[src/rtl/execute_skid_stage.sv]
// Two-entry skid buffer between decode and execute; in_ready is registered so
// backpressure never forms a combinational path from downstream.
module execute_skid_stage #(
  parameter int                 INSTR_W = 32,
  parameter int                 PC_W    = 7,
  parameter int                 CNT_W   = 8,
  parameter logic [INSTR_W-1:0] NOP     = INSTR_W'(32'hE320F000)
) (
  input  logic               clk,
  input  logic               rst_n,
  input  logic               flush,
  input  logic               in_valid,
  output logic               in_ready,
  input  logic [INSTR_W-1:0] instr_in,
  input  logic [PC_W-1:0]    pc_in,
  input  logic               branch_in,
  output logic               out_valid,
  input  logic               out_ready,
  output logic [INSTR_W-1:0] instr_out,
  output logic [PC_W-1:0]    pc_out,
  output logic               branch_out,
  output logic [3:0]         cond,
  output logic [3:0]         rn,
  output logic [3:0]         rs,
  output logic [3:0]         rm,
  output logic [4:0]         imm5,
  output logic [CNT_W-1:0]   stall_cnt
);

  // State encoding is {SKID.valid, HEAD.valid}; 2'b10 cannot occur.
  localparam logic [1:0] EMPTY = 2'b00;
  localparam logic [1:0] ONE   = 2'b01;
  localparam logic [1:0] FULL  = 2'b11;

  localparam logic [CNT_W-1:0] CNT_MAX = '1;

  logic               r_headValid;
  logic [INSTR_W-1:0] r_headInstr;
  logic [PC_W-1:0]    r_headPc;
  logic               r_headBranch;
  logic               r_skidValid;
  logic [INSTR_W-1:0] r_skidInstr;
  logic [PC_W-1:0]    r_skidPc;
  logic               r_skidBranch;
  logic [CNT_W-1:0]   r_stallCnt;

  logic [1:0]         w_state;
  logic               w_inXfer;
  logic               w_outXfer;
  logic               w_stalled;

  assign w_state   = {r_skidValid, r_headValid};
  assign w_inXfer  = in_valid & ~r_skidValid;
  assign w_outXfer = r_headValid & out_ready;
  assign w_stalled = r_headValid & ~out_ready;

  always_ff @(posedge clk or negedge rst_n) begin
    if (!rst_n) begin
      r_headValid  <= 1'b0;
      r_headInstr  <= NOP;
      r_headPc     <= '0;
      r_headBranch <= 1'b0;
      r_skidValid  <= 1'b0;
      r_skidInstr  <= NOP;
      r_skidPc     <= '0;
      r_skidBranch <= 1'b0;
    end else if (flush) begin
      r_headValid <= 1'b0;
      r_skidValid <= 1'b0;
    end else begin
      case (w_state)
        EMPTY: begin
          if (w_inXfer) begin
            r_headValid  <= 1'b1;
            r_headInstr  <= instr_in;
            r_headPc     <= pc_in;
            r_headBranch <= branch_in;
          end
        end
        ONE: begin
          if (w_inXfer && w_outXfer) begin
            r_headInstr  <= instr_in;
            r_headPc     <= pc_in;
            r_headBranch <= branch_in;
          end else if (w_outXfer) begin
            r_headValid <= 1'b0;
          end else if (w_inXfer) begin
            r_skidValid  <= 1'b1;
            r_skidInstr  <= instr_in;
            r_skidPc     <= pc_in;
            r_skidBranch <= branch_in;
          end
        end
        FULL: begin
          // in_ready is low here, so only the drain into HEAD can happen.
          if (w_outXfer) begin
            r_headInstr  <= r_skidInstr;
            r_headPc     <= r_skidPc;
            r_headBranch <= r_skidBranch;
            r_skidValid  <= 1'b0;
          end
        end
        default: begin
          r_headValid <= 1'b0;
          r_skidValid <= 1'b0;
        end
      endcase
    end
  end

  always_ff @(posedge clk or negedge rst_n) begin
    if (!rst_n) begin
      r_stallCnt <= '0;
    end else if (flush) begin
      r_stallCnt <= '0;
    end else if (w_stalled && (r_stallCnt != CNT_MAX)) begin
      r_stallCnt <= r_stallCnt + 1'b1;
    end
  end

  assign in_ready   = ~r_skidValid;
  assign out_valid  = r_headValid;
  assign instr_out  = r_headValid ? r_headInstr : NOP;
  assign pc_out     = r_headValid ? r_headPc : '0;
  assign branch_out = r_headValid & r_headBranch;
  assign stall_cnt  = r_stallCnt;

  assign cond = instr_out[31:28];
  assign rn   = instr_out[19:16];
  assign rs   = instr_out[11:8];
  assign rm   = instr_out[3:0];
  assign imm5 = instr_out[11:7];

endmodule

[config.mk]
export PLATFORM = sky130hd
export DESIGN_NAME = execute_skid_stage
export DESIGN_NICKNAME = d
export VERILOG_FILES = /design/src/rtl/execute_skid_stage.sv
export SDC_FILE = /design/constraint.sdc
export NUM_CORES = 1
export LEC_CHECK = 0
export ABC_AREA = 1
export CAP_MARGIN = 20
export CORE_ASPECT_RATIO = 0.9
export CORE_MARGIN = 1
export CORE_UTILIZATION = 50
export DETAILED_ROUTE_END_ITERATION = 8
export PLACE_DENSITY = 0.83
export SYNTH_ARGS = -nofsm -noshare
export SYNTH_HDL_FRONTEND = slang
export SYNTH_SLANG_ARGS = --single-unit
[constraint.sdc]
create_clock -name clk -period 3.6 [get_ports clk]
set_clock_uncertainty 0.2 [all_clocks]
set_input_delay 0.54 -clock clk [delete_from_list [all_inputs] [get_ports clk]]
set_output_delay 0.54 -clock clk [all_outputs]
set_load 0.02 [all_outputs]
Yosys cells after proc, flatten, opt, wreduce, memory -nomap -nowiden
Cells that the tools add are included.

Output and inout port bits: 71. Bits in latches: 0. Memories: 0. Input port bits: 45. Memory bits (read-only): 0. Word-level logic and storage cells: 67. RAM bits: 0. Bits in registers: 90.

Divide/modulo/power cells: 0. Bitwise operators: 9. Order comparisons: 0. Mux-type cells: 25. Multiply operators: 0. Equal/unequal tests: 14. Shift-type cells: 0. Reductions and logical operators: 9. Add/sub/neg operators: 1.

Operators with widths (number): $mux 32 (4); $pmux 32 s3 (1); $mux 7 (4); $pmux 7 s3 (1); $ne 3x3->1 const B (6); $mux 8 (2); $reduce_and 5->1 (3); $mux 1 (10); $ne 2x2->1 const B (5); $pmux 1 s3 (3); $add 8x1->8 const B (1); $ne 8x8->1 const B (1); $not 1->1 (5); $and 1x1->1 (4); $reduce_and 4->1 (1); $reduce_bool 3->1 (1); $eq 2x1->1 const B (1); $eq 2x2->1 const B (1); $logic_and 1x1->1 (2); $logic_not 2->1 (1); $reduce_bool 2->1 (1).

Longest topological paths before layout
Word-level depth: 7. Gate-level depth with buffers: 8. Gate-level depth less buffers: 8.

Worst setup path before layout
OpenSTA, ideal clock, no wires.

Kind: register to output. Start point: reg r_headValid, in the netlist out_valid. End point: out instr_out[10]. Data required time: 2.860 ns. Setup slack: 1.506 ns. Data arrival time: 1.354 ns. Path buffers: 3. Stages on the path, launching flop included: 6. Path through: dfrtp_1 -> buf_6 -> clkbuf_1 -> nand2_1 -> inv_1 -> buf_4.

Word-level cells in the longest chain between the ends: 1.

RTL lines: from (decl) (RTL line 37) `logic r_headValid;`; from (signal assigned) (RTL line 59) `r_headValid <= 1'b0;`; from (signal assigned) (RTL line 68) `r_headValid <= 1'b0;`; from (signal assigned) (RTL line 74) `r_headValid <= 1'b1;`; $mux 32 (RTL line 123) `assign instr_out = r_headValid ? r_headInstr : NOP;`; to (decl) (RTL line 19) `output logic [INSTR_W-1:0] instr_out,`.

Every way passes these cells.

Worst setup path in the final report
Start point: reg r_headValid, in the netlist out_valid. End point: out instr_out[6].

Same word-level chain as after synthesis.

==> flow_summary.ini <==
[status]
status = complete, no violations

[clock_network]
clkTransAtPathRegs_ns = 0.09
clockRootBuffer = clkbuf_8
cts_tree = done
htree_levels = 3
cts_resized = 0
clock_path_buffers = 2
numCtsBuffers = 9
clock_latency_ns = 0.35
cts_hold_buf = 0
cts.sinks = 90
post_cts_buffers = 0

[critical_path]
crit_arrival_ns = 2.21
critPathRequiredTime_ns = 2.86
cp-startpoint = out_valid
reg2reg_depth = 4
r2r_end = r_skidPc[0]
cp_max_fo = 49
r2r_start = out_valid
worst-setup-path-type = reg -> out
rrSetupSlack_ns = 0.96
start_kind = flip-flop
crit_path_end_kind = primary output

[grt]
grt_max_degree = 58
grt_pass1_wl_um = 17200
grt_usage_pct = 23.3
grt_pass1_vias = 3793
antenna_found_initial = 0
gr-total-overflow = 0

[timing]
hold_slack_ns = 0.0349
grt_setup_unrepaired = no
hold_viol = 0
timing.fmax_mhz = 339
slew_violations = 0
relSlewSlack_pct = 38.2
finalCriticalPeriod_ns = 2.95
tightest_slew_ns = 0.927
post-route-period-util_pct = 82.0
setup_viol = 0
setup_tns_ns = 0

[route]
final_antenna_net_count = 0
drtIter0Drc = 127
wl_per_cell_um = 12.8
route.detailed.drc = 0
drt-total-wl_um = 10000
first_pass_iters = 6
routed_via_density = 4.94
vias = 3863

[layout]
n_fill_cell = 747
postLayoutCellArea_um2 = 5780
final_cell_count_no_fill = 782
drive_gt1_share_pct = 8.30
area_growth_pct = 28.1
mostFrequentLayoutCell = nand2_1
nets = 704
final_cell_mix = nand2_1, clkdlybuf4s50_1, inv_1, dfrtp_1, o21ai_1
diodes = 0

[place]
dp_hpwl_um = 6920
dp_cells = 766
port_buffers = 115
place.gp.congestion = 0.849
placed_area_um2 = 5560

[pwr]
pwr_density_cell_nw_per_um2 = 775
p_leak_nw = 2.89
vdd_ir_drop_max_v = 0.000459

[synthesis]
yosysWarnings = 0
synth_edf_count = 0
async_flop_share_pct = 100
synth_cell_types = 29
synthesis.area_um2 = 4510
ys.flop_type = dfrtp_1
ys_seq_elements = 90
ys_seq_area_share_pct = 50.4
syn_avg_cell_area_um2 = 7.82
synth_cells = 577
syn_nets = 623

[min_path]
min_path_type = in -> async

[die]
row_count = 32
core_area_um2 = 8650
die_x_um = 102
io_pins = 116
start_util_pct = 52.2
die_area_um2 = 9410
die_y_um = 92.1

[run]
maxCapViolations = 0
==> power breakdown <==
part,internal [mW],switching (mW),leakage [nW]
Sequential,1.55,0.309,1.05
Clock,0.390,0.349,0.107
Combinational,0.854,1.03,1.74
==> how the worst max path moves through the flow <==
stage	end	depth (start not counted)
2_1_floorplan	instr_out[10]	5
3_3_place_gp	r_skidInstr[11]	6
3_5_place_dp	r_skidPc[0]	6
4_1_cts	instr_out[6]	3
5_1_grt	rs[0]	3
6_report	instr_out[6]	3
==> state kept, by name, summed over array words and instances (netlist names) <==
name,flops
stall_cnt,8
r_skidInstr,32
r_skidPc,7
r_headPc,7
r_headBranch,1
r_skidValid,1
r_skidBranch,1
out_valid,1
r_headInstr,32
==> stage by stage <==
stage / setup slack (ns) / power [mW] / util [%]
6_report: 0.648 / 4.48 / 66.9
5_1_grt: 0.460 / 4.81 / 66.9
4_1_cts: 0.610 / 4.51 / 66.9
3_5_place_dp: 0.750 / 3.76 / 64.3
3_3_place_gp: 0.834 / 3.67 / 64.3
2_1_floorplan: 1.51 / 3.05 / -
==> logic make-up after synthesis <==
family	share of synthesized area (%)
AOI/OAI and AO/OA	15.3
DFF	50.4
adders and majority gates	0.277
buffers and inverters	14.7
and+or+nand+nor	19.2
==> cell type report <==
class | count | area [µm²] | share of cell area (%)
clock buffers | 9 | 124 | 2.14
well taps | 119 | 149 | 2.58
flip-flops and latches | 90 | 2280 | 39.4
multi-input cells | 346 | 1580 | 27.3
clock inverters | 7 | 93.8 | 1.62
inverters | 90 | 338 | 5.84
repair buffers | 121 | 1220 | 21.1
==> metal layers <==
metal / wire length [µm] / track usage, % / share of wire, % / vias to the layer above
met5: 0 / 0 / 0 / -
met3: 513 / 4.88 / 5.1 / 8
met2: 5110 / 39.3 / 51 / 123
met1: 4290 / 30.4 / 43 / 1797
met4: 97 / 5.95 / 0.97 / 0
li1: - / - / - / 1935
==> worst max-delay path: stages (launching register included) <==
cell and delay, ns:
dfrtp_2 0.97, nand2_1 0.17, inv_1 0.10, clkdlybuf4s50_1 0.60
==> cell usage after synthesis (2+ instances only) <==
master | number | area share [%]
dfrtp_1 | 70 | 39
buf_2 | 12 | 1.3
buf_6 | 5 | 1.2
clkbuf_1 | 9 | 0.75
dfstp_2 | 20 | 12
inv_1 | 87 | 7.2
o21ai_1 | 46 | 5.1
inv_2 | 3 | 0.25
o211ai_1 | 10 | 1.7
o21ai_0 | 36 | 4.0
nand2_1 | 157 | 13
buf_4 | 21 | 3.5
nand3_1 | 10 | 1.1
nand4_1 | 2 | 0.28
a21oi_1 | 33 | 3.7
nor2_2 | 3 | 0.42
clkbuf_2 | 4 | 0.44
nor2_1 | 38 | 3.2
(Power assumes the default switching activity.)
